--- config.mk ---
export PLATFORM = sky130hd
export DESIGN_NAME = instr_stream_loader
export DESIGN_NICKNAME = d
export VERILOG_FILES = /design/src/rtl/instr_stream_loader.sv
export SDC_FILE = /design/constraint.sdc
export NUM_CORES = 1
export LEC_CHECK = 0
export CAP_MARGIN = 10
export CORE_UTILIZATION = 55
export CTS_CLUSTER_SIZE = 10
export DETAILED_ROUTE_END_ITERATION = 16
export PLACE_DENSITY = 0.84
export SLEW_MARGIN = 20
export SYNTH_ARGS = -nofsm -noshare
export SYNTH_HDL_FRONTEND = slang
export SYNTH_SLANG_ARGS = --single-unit
--- constraint.sdc ---
create_clock -name clk -period 4.6 [get_ports clk]
set_input_delay 0.92 -clock clk [delete_from_list [all_inputs] [get_ports clk]]
set_output_delay 0.92 -clock clk [all_outputs]
set_load 0.01 [all_outputs]
--- src/rtl/instr_stream_loader.sv ---
// Instruction-load transmitter: buffers a small program, streams it into the CPU one word per
// clock, pulses the CPU reset for one cycle, then releases the CPU to run the loaded program.
module instr_stream_loader #(
   parameter int unsigned DATA_W = 32,
   parameter int unsigned ADDR_W = 4,
   parameter int unsigned DEPTH  = 16
) (
   input  logic              clk,
   input  logic              Reset,
   input  logic              prog_we,
   input  logic [ADDR_W-1:0] prog_addr,
   input  logic [DATA_W-1:0] prog_data,
   input  logic [ADDR_W:0]   prog_len,
   input  logic              start,
   output logic              LoadInstructions,
   output logic [DATA_W-1:0] Instruction,
   output logic              cpu_reset,
   output logic              busy,
   output logic              done
);

   localparam int unsigned     LenW     = ADDR_W + 1;
   localparam logic [LenW-1:0] DepthLen = LenW'(DEPTH);

   typedef enum logic [1:0] {
      StHeld,
      StStream,
      StFlush,
      StRun
   } state_e;

   state_e              state_q, state_d;
   logic [LenW-1:0]     idx_q, idx_d;
   logic [LenW-1:0]     len_q, len_d;
   logic                load_q, load_d;
   logic [DATA_W-1:0]   instr_q, instr_d;
   logic                cpu_rst_q, cpu_rst_d;
   logic                busy_q, busy_d;
   logic                done_q, done_d;

   logic [DATA_W-1:0]   mem_q [DEPTH];

   logic                idle;
   logic                accept;
   logic                wr_en;
   logic [LenW-1:0]     len_clamped;
   logic [DATA_W-1:0]   rd_word;

   assign idle        = (state_q == StHeld) || (state_q == StRun);
   assign accept      = idle && start && (prog_len != '0);
   assign len_clamped = (prog_len > DepthLen) ? DepthLen : prog_len;
   assign wr_en       = prog_we && idle && ({1'b0, prog_addr} < DepthLen);
   assign rd_word     = mem_q[idx_q[ADDR_W-1:0]];

   // Program buffer survives block reset so a reload can reuse it.
   always_ff @(posedge clk) begin
      if (wr_en) begin
         mem_q[prog_addr] <= prog_data;
      end
   end

   always_comb begin
      state_d   = state_q;
      idx_d     = idx_q;
      len_d     = len_q;
      load_d    = load_q;
      instr_d   = instr_q;
      cpu_rst_d = cpu_rst_q;
      busy_d    = busy_q;
      done_d    = done_q;

      unique case (state_q)
         StHeld, StRun: begin
            if (accept) begin
               state_d   = StStream;
               idx_d     = '0;
               len_d     = len_clamped;
               load_d    = 1'b0;
               instr_d   = '0;
               cpu_rst_d = 1'b0;
               busy_d    = 1'b1;
               done_d    = 1'b0;
            end
         end
         StStream: begin
            if (idx_q < len_q) begin
               load_d  = 1'b1;
               instr_d = rd_word;
               idx_d   = idx_q + LenW'(1);
            end else begin
               state_d   = StFlush;
               load_d    = 1'b0;
               instr_d   = '0;
               cpu_rst_d = 1'b1;
            end
         end
         StFlush: begin
            state_d   = StRun;
            cpu_rst_d = 1'b0;
            busy_d    = 1'b0;
            done_d    = 1'b1;
         end
         default: begin
            state_d = StHeld;
         end
      endcase
   end

   always_ff @(posedge clk) begin
      if (Reset) begin
         state_q   <= StHeld;
         idx_q     <= '0;
         len_q     <= '0;
         load_q    <= 1'b0;
         instr_q   <= '0;
         cpu_rst_q <= 1'b1;
         busy_q    <= 1'b0;
         done_q    <= 1'b0;
      end else begin
         state_q   <= state_d;
         idx_q     <= idx_d;
         len_q     <= len_d;
         load_q    <= load_d;
         instr_q   <= instr_d;
         cpu_rst_q <= cpu_rst_d;
         busy_q    <= busy_d;
         done_q    <= done_d;
      end
   end

   assign LoadInstructions = load_q;
   assign Instruction      = instr_q;
   assign cpu_reset        = cpu_rst_q;
   assign busy             = busy_q;
   assign done             = done_q;

endmodule

==> impl_results.md, run 1 <==
* Status: complete, no violations
* Post-route setup TNS at 0 ns
* # diodes at 0
* Die height at 200 microns
* GR Overflow Total at 0
* Root Buffer: clkbuf_16
* Final wirelength at 49200 microns
* Register-to-Register Setup Slack at 1.60 ns
* Clk_lat worst skew at 0.57 ns
* 1st-iter DRT viols at 1227
* Critical Path RT at 4.86 ns
* Slew Limit Fails at 0
* # setup viols final at 0
* Layout cells sized above 1 at 23.2%
* Syn nets at 1115
* Hold Path Origin: len_q[0]$_SDFFE_PP0P_
* Antenna Nets Post-Route at 0
* Final worst-path cycle share at 65.2%
* CTS tree: done
* Cells after Synth at 1062
* Reg2reg end: mem_q[3][26]$_DFFE_PP_
* Critical Path Fanout Max at 20
* First-pass GRT wire length at 73300 microns
* Vias/cell at 6.36
* CTS Hold Bufs at 0
* DRC violations left at 0
* Synthesized flop and latch total at 564
* Seq/Total Area, Yosys at 75.8%
* Max Freq at 334 MHz
* DP Area at 23200 sq um
* Distinct cell type count after synthesis at 35
* Final Hold Viols at 0
* Worst Max-Slew Pin Slew at 1.10 ns
* Dpl hpwl at 26500 microns
* Post-Synthesis Mean Instance Area at 20.4 sq um
* Clk slew on worst S/H paths at 0.05 ns
* Ys Warns at 0
* Starting Density at 55.9%
* Crit Path Class: reg -> reg
* Sink Count at 564
* Largest cells by area after synthesis: edfxtp_1 (71%), mux4_2 (13%), dfxtp_1 (4.8%)
* Hold path cells at 2
* Vias in the first global route at 11600
* H-tree depth at 3
* Setup Buffers After CTS at 0
* Filler Cells Inserted at 2396
* Maxcap violations at 0
* GP Congestion at 0.795
* Type of element launching the critical path: register
* Core footprint at 38700 sq um
* WP data arrival at 3.25 ns
* Initial antenna violation count at 0
* CTS Buffer Depth at 3
* Synth top area share at 71.0%
* Pwr Total at 12.3 mW
* Die Wd at 200 microns
* Area growth syn-to-layout at 16.4%
* Synthesized area at 21600 sq um
* Synth area leader: edfxtp_1
* Max_slew headroom at 26.3%
* Worst IR Drop VDD at 0.232 mV
* Worst Skew at 0.0197 ns
* Gr usage total at 25.0%
* Input/output buffers at 80
* NumNets Final at 1235
* Detailed Routing Iterations Pass 1 at 5
* IO Count at 81
* CP Capture Type: register
* Largest net degree at the start of global routing at 57
* Leakage power at 7.67 nW
* Num rows at 72
* R2R depth at 6
* Drt wl/cell at 28.1 microns
* Hold Path Class: reg -> reg
* RSZ-0062 raised after global routing: false
* Cts bufs inserted at 66
* Final Critical Period at 3.00 ns
* Finished Cell Area at 25200 sq um
* Power density over cell area at 490 nW/um^2
* Via count at 11200
* PostCTS Resize Cnt at 0
* Worst reg2reg path startpoint: state_q[0]$_SDFFE_PP0P_
* Die ar. at 40200 sq um
* Hold EP: len_q[0]$_SDFFE_PP0P_
[flip-flops by register name (all words and copies together) (netlist names), 2 cells and up, named ones only]
signal and cells:
mem_q 512, len_q 5, state_q 2, Instruction 32
idx_q 5
[report_power, final]
part	switching (mW)	internal [mW]	total, mW	leakage [nW]
clock	1.95	2.80	4.74	0.932
sequential	0.134	5.79	5.92	5.04
combinational	0.917	0.757	1.67	1.69
[worst max-delay path by stage]
stage / startpoint / end / slack (ns) / cells past startpoint
6_report: state_q[0]$_SDFFE_PP0P_ / mem_q[3][26]$_DFFE_PP_ / 1.60 / 6
5_1_grt: state_q[0]$_SDFFE_PP0P_ / mem_q[9][29]$_DFFE_PP_ / 1.41 / 7
4_1_cts: state_q[0]$_SDFFE_PP0P_ / mem_q[2][31]$_DFFE_PP_ / 1.60 / 6
3_5_place_dp: prog_we / mem_q[3][29]$_DFFE_PP_ / 1.28 / 5
3_3_place_gp: prog_addr[3] / mem_q[13][31]$_DFFE_PP_ / 1.33 / 4
2_1_floorplan: state_q[0]$_SDFFE_PP0P_ / mem_q[0][0]$_DFFE_PP_ / 0.44 / 6
[metal layers]
metal  share of wire [%]  GRT usage [%]
met3                 7.4           4.26
met4                 3.9           11.1
met2                  51           42.2
met1                  37           32.0
met5                   0              0
[cell usage after synthesis]
| cell | count |
|---|---|
| a21o_1 | 1 |
| a21oi_1 | 47 |
| a311oi_1 | 4 |
| a31o_2 | 1 |
| a31o_4 | 1 |
| a31oi_1 | 4 |
| a41o_1 | 1 |
| and2_1 | 1 |
| buf_1 | 12 |
| buf_2 | 12 |
| buf_4 | 5 |
| buf_6 | 4 |
| clkbuf_1 | 24 |
| dfxtp_1 | 52 |
| edfxtp_1 | 512 |
| ha_1 | 8 |
| inv_1 | 41 |
| mux2_2 | 32 |
| mux2i_1 | 32 |
| mux4_2 | 128 |
| nand2_1 | 19 |
| nand2b_1 | 4 |
| nand3_1 | 5 |
| nand3b_1 | 4 |
| nand4_1 | 1 |
| nand4b_1 | 5 |
| nor2_1 | 49 |
| nor2_2 | 1 |
| nor2b_1 | 2 |
| nor3_1 | 5 |
| o21ai_0 | 8 |
| o31a_1 | 2 |
| o32ai_1 | 32 |
| or3_1 | 2 |
| or4b_1 | 1 |
[cell type report]
type	instances	area, sq um	area share (%)
inverter	41	154	0.611
clock buffer	117	1900	7.52
multi-input combinational	400	4910	19.5
timing repair buffer	109	1100	4.35
sequential	564	16400	65.2
tap	518	648	2.57
clock inverter	5	66.3	0.263
[stage by stage]
stage	util [%]	instances	setup WS (ns)	hold WS, ns
6_report	65.1	1754	1.60	0.454
3_3_place_gp	59.8	1628	1.33	0.444
5_1_grt	65.1	1754	1.41	0.473
4_1_cts	64.9	1750	1.60	0.458
2_1_floorplan	-	1062	0.439	0.427
3_5_place_dp	59.8	1628	1.28	0.450
[critical path, cell delays in order (launching register included)]
cell and delay, ns:
dfxtp_1 0.38, inv_1 0.06, ha_1 0.55, nand2_1 0.15, or3_1 0.49, nor2_4 0.67, buf_4 0.36
[cells by family after synthesis]
kind of cell    Yosys count  share of synthesized area (%)
flops                   564                           75.8
mux                     192                           16.5
compound gates          101                           3.13
simple gates             99                           2.12
buf+inv                  98                           1.99
fa+ha+maj                 8                          0.462
[placed cells by master, fill, tap and decap left out, types with 3 or more instances in the layout]
cell type and count:
edfxtp_1 512, mux4_2 128, clkdlybuf4s50_1 79, clkbuf_16 68
dfxtp_1 48, clkbuf_1 48, a21oi_1 47, inv_1 41
nor2_1 37, mux2_2 32, mux2i_1 32, o32ai_1 32
buf_4 22, nand2_1 19, nor2_4 13, o21ai_0 8
ha_1 8, buf_12 6, nand3_1 5, nand4b_1 5
nor3_2 4, nand2b_1 4, nand3b_1 4, a31oi_1 4
a311oi_1 4, dfxtp_4 3, clkinv_8 3
Note: power is estimated with default switching activity, not from simulation.
==> inputs of run 2 (changes only) <==
==> constraint.sdc (replaced) <==
create_clock -name clk -period 3.01 [get_ports clk]
set_input_delay 0.602 -clock clk [delete_from_list [all_inputs] [get_ports clk]]
set_output_delay 0.602 -clock clk [all_outputs]
set_load 0.01 [all_outputs]
==> run 2 against run 1 <==
Sequential share of layout area fell by 0.58 points; setup slack got worse by 1.2 ns; power rose by 53%; global-route usage barely moved; sequential power rose by 53%; die area did not move; register-to-register slack got worse by 1.2 ns; cell area rose by 0.90%; cell count rose by 0.63%; clock skew barely moved; worst hold slack improved by 0.0029 ns; clock power rose by 53%; largest cell class unchanged; largest power group unchanged.
==> impl_results.md, run 2 (same netlist as run 1, synthesis figures left out) <==
* CP startpoint: state_q[0]$_SDFFE_PP0P_
* Status: complete, no violations
* # setup viols final at 0
* Die height at 200 microns
* Maxcap violations at 0
* Die ar. at 40200 sq um
* Max_slew headroom at 48.5%
* Cell Chain, Critical Path: inv_1, ha_1, nand4_1, nor2_4, buf_4
* Layout cells sized above 1 at 24.0%
* WP data arrival at 2.84 ns
* Max Freq at 382 MHz
* Commonest non-fill, non-tap cell in the layout: edfxtp_1
* Reg2reg end: mem_q[15][19]$_DFFE_PP_
* Final worst-path cycle share at 87.0%
* Dpl cells at 1644
* Dpl hpwl at 25700 microns
* Cts bufs inserted at 66
* IO Count at 81
* Fin cells at 1765
* Root Buffer: clkbuf_16
* R2R depth at 5
* Register-to-Register Setup Slack at 0.39 ns
* Final Hold Viols at 0
* Worst reg2reg path startpoint: state_q[0]$_SDFFE_PP0P_
* Worst IR Drop VDD at 0.598 mV
* Largest net degree at the start of global routing at 75
* DRC violations left at 0
* Die Wd at 200 microns
* CP Capture Type: register
* Critical Path Fanout Max at 17
* Max reg flops at 512
* Starting Density at 55.9%
* Pwr Total at 18.9 mW
* CTS Hold Bufs at 0
* Power density over cell area at 744 nW/um^2
* Biggest register: mem_q
* DP Area at 23500 sq um
* Final Critical Period at 2.62 ns
* Hold Path Class: reg -> reg
* Clk slew on worst S/H paths at 0.05 ns
* NumNets Final at 1247
* Num rows at 72
* Type of element launching the critical path: register
* GP Congestion at 0.813
* Detailed Routing Iterations Pass 1 at 5
* Clk_lat worst skew at 0.58 ns
* GR Overflow Total at 0
* Slew Limit Fails at 0
* Worst path max stage delay at 0.57 ns
* PostCTS Resize Cnt at 0
* Worst Skew at 0.0201 ns
* First-pass GRT wire length at 73300 microns
* Initial antenna violation count at 3
* Area growth syn-to-layout at 17.5%
* Crit path capture: mem_q[15][19]$_DFFE_PP_
* Leakage power at 7.76 nW
* Gr usage total at 25.0%
* Vias in the first global route at 11700
* CTS tree: done
* Setup Buffers After CTS at 0
* 1st-iter DRT viols at 1298
* Final wirelength at 49300 microns
* Via count at 11100
* RSZ-0062 raised after global routing: false
* Most frequent cells in the layout: edfxtp_1 (512), mux4_2 (128), clkdlybuf4s50_1 (79)
* CTS Buffer Depth at 3
* Sink Count at 564
* Critical Path RT at 3.23 ns
* Drt wl/cell at 27.9 microns
* Input/output buffers at 80
* Worst Max-Slew Pin Slew at 0.772 ns
* Vias/cell at 6.28
* Core footprint at 38700 sq um
* CP max stage cell: nand4_1
* Antenna Nets Post-Route at 0
* Crit Path Class: reg -> reg
* Finished Cell Area at 25400 sq um
* H-tree depth at 3
[run 2: layout make-up]
class                           count  area (sq um)
Timing Repair Buffer              121          1320
Antenna cell                        3          7.51
Fill cell                        2403         13300
Sequential cell                   564         16400
Tap cell                          518           648
Inverter                           41           154
Clock inverter                      7          93.8
Clock buffer                      111          1840
Multi-Input combinational cell    400          4940
[run 2: metrics by stage]
stage	worst slack [ns]	hold slack [ns]	utilization, %	TNS, ns
floorplan	-0.306	0.427	-	-31.34
global placement	0.494	0.442	60.6	0
detailed placement	0.344	0.450	60.6	0
CTS	0.436	0.456	65.6	0
global route	0.292	0.481	65.6	0
finish	0.393	0.457	65.6	0
[run 2: worst min-delay path by stage]
stage | start | end | slack (ns) | cells past startpoint
global route | len_q[2]$_SDFFE_PP0P_ | len_q[2]$_SDFFE_PP0P_ | 0.48 | 2
global placement | len_q[3]$_SDFFE_PP0P_ | len_q[3]$_SDFFE_PP0P_ | 0.44 | 2
CTS | len_q[2]$_SDFFE_PP0P_ | len_q[2]$_SDFFE_PP0P_ | 0.46 | 2
detailed placement | len_q[2]$_SDFFE_PP0P_ | len_q[2]$_SDFFE_PP0P_ | 0.45 | 2
floorplan | len_q[0]$_SDFFE_PP0P_ | len_q[0]$_SDFFE_PP0P_ | 0.43 | 2
finish | len_q[2]$_SDFFE_PP0P_ | len_q[2]$_SDFFE_PP0P_ | 0.46 | 2
[run 2: report_power, final]
group | internal (mW) | switching (mW) | total [mW]
Sequential | 8.84 | 0.185 | 9.03
Combinational | 1.22 | 1.42 | 2.64
Clock | 4.26 | 2.99 | 7.25
Total | 14.3 | 4.60 | 18.9
[run 2: layer usage]
metal | part of all wire, % | up-vias | wire length [microns] | track usage (%)
li1 | - | 4629 | - | -
met1 | 38 | 5717 | 18700 | 32.7
met2 | 50 | 619 | 24500 | 41.0
met3 | 8.8 | 114 | 4320 | 5.21
met4 | 3.5 | 0 | 1710 | 10.9
met5 | 0 | - | 0 | 0
[run 2: critical path, delay by kind of cell, from the launching register on]
family | cells | cell delay, ns
adders and majority gates | 1 | 0.54
buffers and inverters | 2 | 0.44
DFF | 1 | 0.39
and+or+nand+nor | 2 | 0.87
==> inputs of run 3 (changes only) <==
--- a/config.mk
+++ b/config.mk
@@ -14,3 +14,4 @@
 export SYNTH_ARGS = -nofsm -noshare
 export SYNTH_HDL_FRONTEND = slang
 export SYNTH_SLANG_ARGS = --single-unit
+export TNS_END_PERCENT = 5
==> run 3 against run 2 <==
Critical path depth did not move; clock power down 0.8%; via count is 0.26% higher; worst hold slack gained 0.0017 ns; largest power group unchanged; highest routed layer unchanged.
==> impl_results.md, run 3 (same netlist as run 1, synthesis figures left out) <==
* Maxcap violations at 0
* IO Count at 81
* Sink Count at 564
* Input/output buffers at 80
* Pwr Total at 18.8 mW
* Commonest non-fill, non-tap cell in the layout: edfxtp_1
* Die Wd at 200 microns
* Biggest register: mem_q
* # setup viols final at 0
* Final worst-path cycle share at 86.1%
* Final Critical Period at 2.59 ns
* Detailed Routing Iterations Pass 1 at 5
* PostCTS Resize Cnt at 0
* Worst Max-Slew Pin Slew at 0.778 ns
* Fin cells at 1763
* Power density over cell area at 740 nW/um^2
* Max Freq at 386 MHz
* Area growth syn-to-layout at 17.4%
* Critical Path Fanout Max at 32
* GR Overflow Total at 0
* Combined area of the multi-input logic cells at 4930 sq um
* Final wirelength at 47600 microns
* Dpl hpwl at 25300 microns
* Slew Limit Fails at 0
* Finished Cell Area at 25400 sq um
* GP Congestion at 0.764
* Worst IR Drop VDD at 0.388 mV
* Vias/cell at 6.30
* Status: complete, no violations
* Root Buffer: clkbuf_16
* Die height at 200 microns
* CTS Hold Bufs at 0
* Type of element launching the critical path: register
* Hold Path Origin: len_q[1]$_SDFFE_PP0P_
* WP data arrival at 2.84 ns
* Vias in the first global route at 11700
* Crit Path Class: reg -> reg
* Worst Skew at 0.0232 ns
* Final Hold Viols at 0
* CP max stage cell: nand4_1
* Dpl cells at 1642
* Max_slew headroom at 48.2%
* Critical Path RT at 3.25 ns
* # diodes at 0
* Reg2reg end: mem_q[12][30]$_DFFE_PP_
* Max reg flops at 512
* H-tree depth at 3
* Setup Buffers After CTS at 0
* CTS Buffer Depth at 3
* Layout cells sized above 1 at 23.9%
* Drt wl/cell at 27.0 microns
* Worst setup margin at 0.417 ns
* Leakage power at 7.74 nW
* Clk slew on worst S/H paths at 0.05 ns
* Num rows at 72
* Antenna Nets Post-Route at 0
* Hold Path Class: reg -> reg
* Clk_lat worst skew at 0.58 ns
* 1st-iter DRT viols at 1139
* CP Capture Type: register
* CTS tree: done
* R2R depth at 5
* Hold EP: len_q[1]$_SDFFE_PP0P_
* DRC violations left at 0
* Cts bufs inserted at 67
* Gr usage total at 24.4%
* Core footprint at 38700 sq um
* Layout Utilization at 65.6%
* NumNets Final at 1246
* Hold path cells at 2
* First-pass GRT wire length at 72200 microns
* Via count at 11100
* Dpl ws at 0.396 ns
* Filler Cells Inserted at 2400
* DP Area at 23500 sq um
* Most frequent cells in the layout: edfxtp_1 (512), mux4_2 (128), clkdlybuf4s50_1 (79)
* Largest net degree at the start of global routing at 42
* Die ar. at 40200 sq um
* Worst reg2reg path startpoint: state_q[0]$_SDFFE_PP0P_
* Cell Chain, Critical Path: inv_1, ha_1, nand4_1, nor3_2, buf_12
* Starting Density at 55.9%
* Register-to-Register Setup Slack at 0.42 ns
* RSZ-0062 raised after global routing: false
* Worst path max stage delay at 0.57 ns
* Reg area at 16400 sq um
* Initial antenna violation count at 1
-- run 3: final cells by class --
cell class	instances	share of cell area, %
clock buffers	114	7.33
multi-input cells	400	19.4
well taps	518	2.55
clock inverters	7	0.345
flip-flops and latches	564	64.7
inverters	41	0.606
repair buffers	119	5.12
-- run 3: routing by layer --
layer  global-route usage, %  up-vias  wire length, microns
met1                    31.9     5794                 18000
met3                    5.30      104                  3850
met5                       0        -                     0
met4                    8.40        0                  1310
li1                        -     4620                     -
met2                    40.8      590                 24400
-- run 3: critical path: cells and delay by family (launching register included) --
| kind | cells | cell delay [ns] |
|---|---|---|
| buf+inv | 2 | 0.36 |
| simple gates | 2 | 0.97 |
| fa+ha+maj | 1 | 0.53 |
| flops | 1 | 0.38 |
-- run 3: worst max-delay path by stage --
stage,from,endpoint,slack (ns),cells after the start
finish,state_q[0]$_SDFFE_PP0P_,mem_q[12][30]$_DFFE_PP_,0.42,5
global placement,prog_we,mem_q[3][4]$_DFFE_PP_,0.49,5
global route,state_q[0]$_SDFFE_PP0P_,mem_q[12][30]$_DFFE_PP_,0.28,5
detailed placement,prog_addr[2],mem_q[12][28]$_DFFE_PP_,0.40,4
CTS,state_q[0]$_SDFFE_PP0P_,mem_q[12][30]$_DFFE_PP_,0.43,5
floorplan,state_q[0]$_SDFFE_PP0P_,mem_q[4][0]$_DFFE_PP_,-0.96,7
-- run 3: through the flow --
stage / hold slack (ns) / TNS [ns]
floorplan: 0.427 / -108.58
global placement: 0.443 / 0
detailed placement: 0.447 / 0
CTS: 0.462 / 0
global route: 0.478 / 0
finish: 0.459 / 0
-- run 3: where the power goes --
part | switching (mW) | internal (mW) | total (mW)
Sequential | 0.164 | 8.84 | 9.00
Clock | 2.97 | 4.22 | 7.19
Combinational | 1.41 | 1.20 | 2.61
Total | 4.55 | 14.3 | 18.8
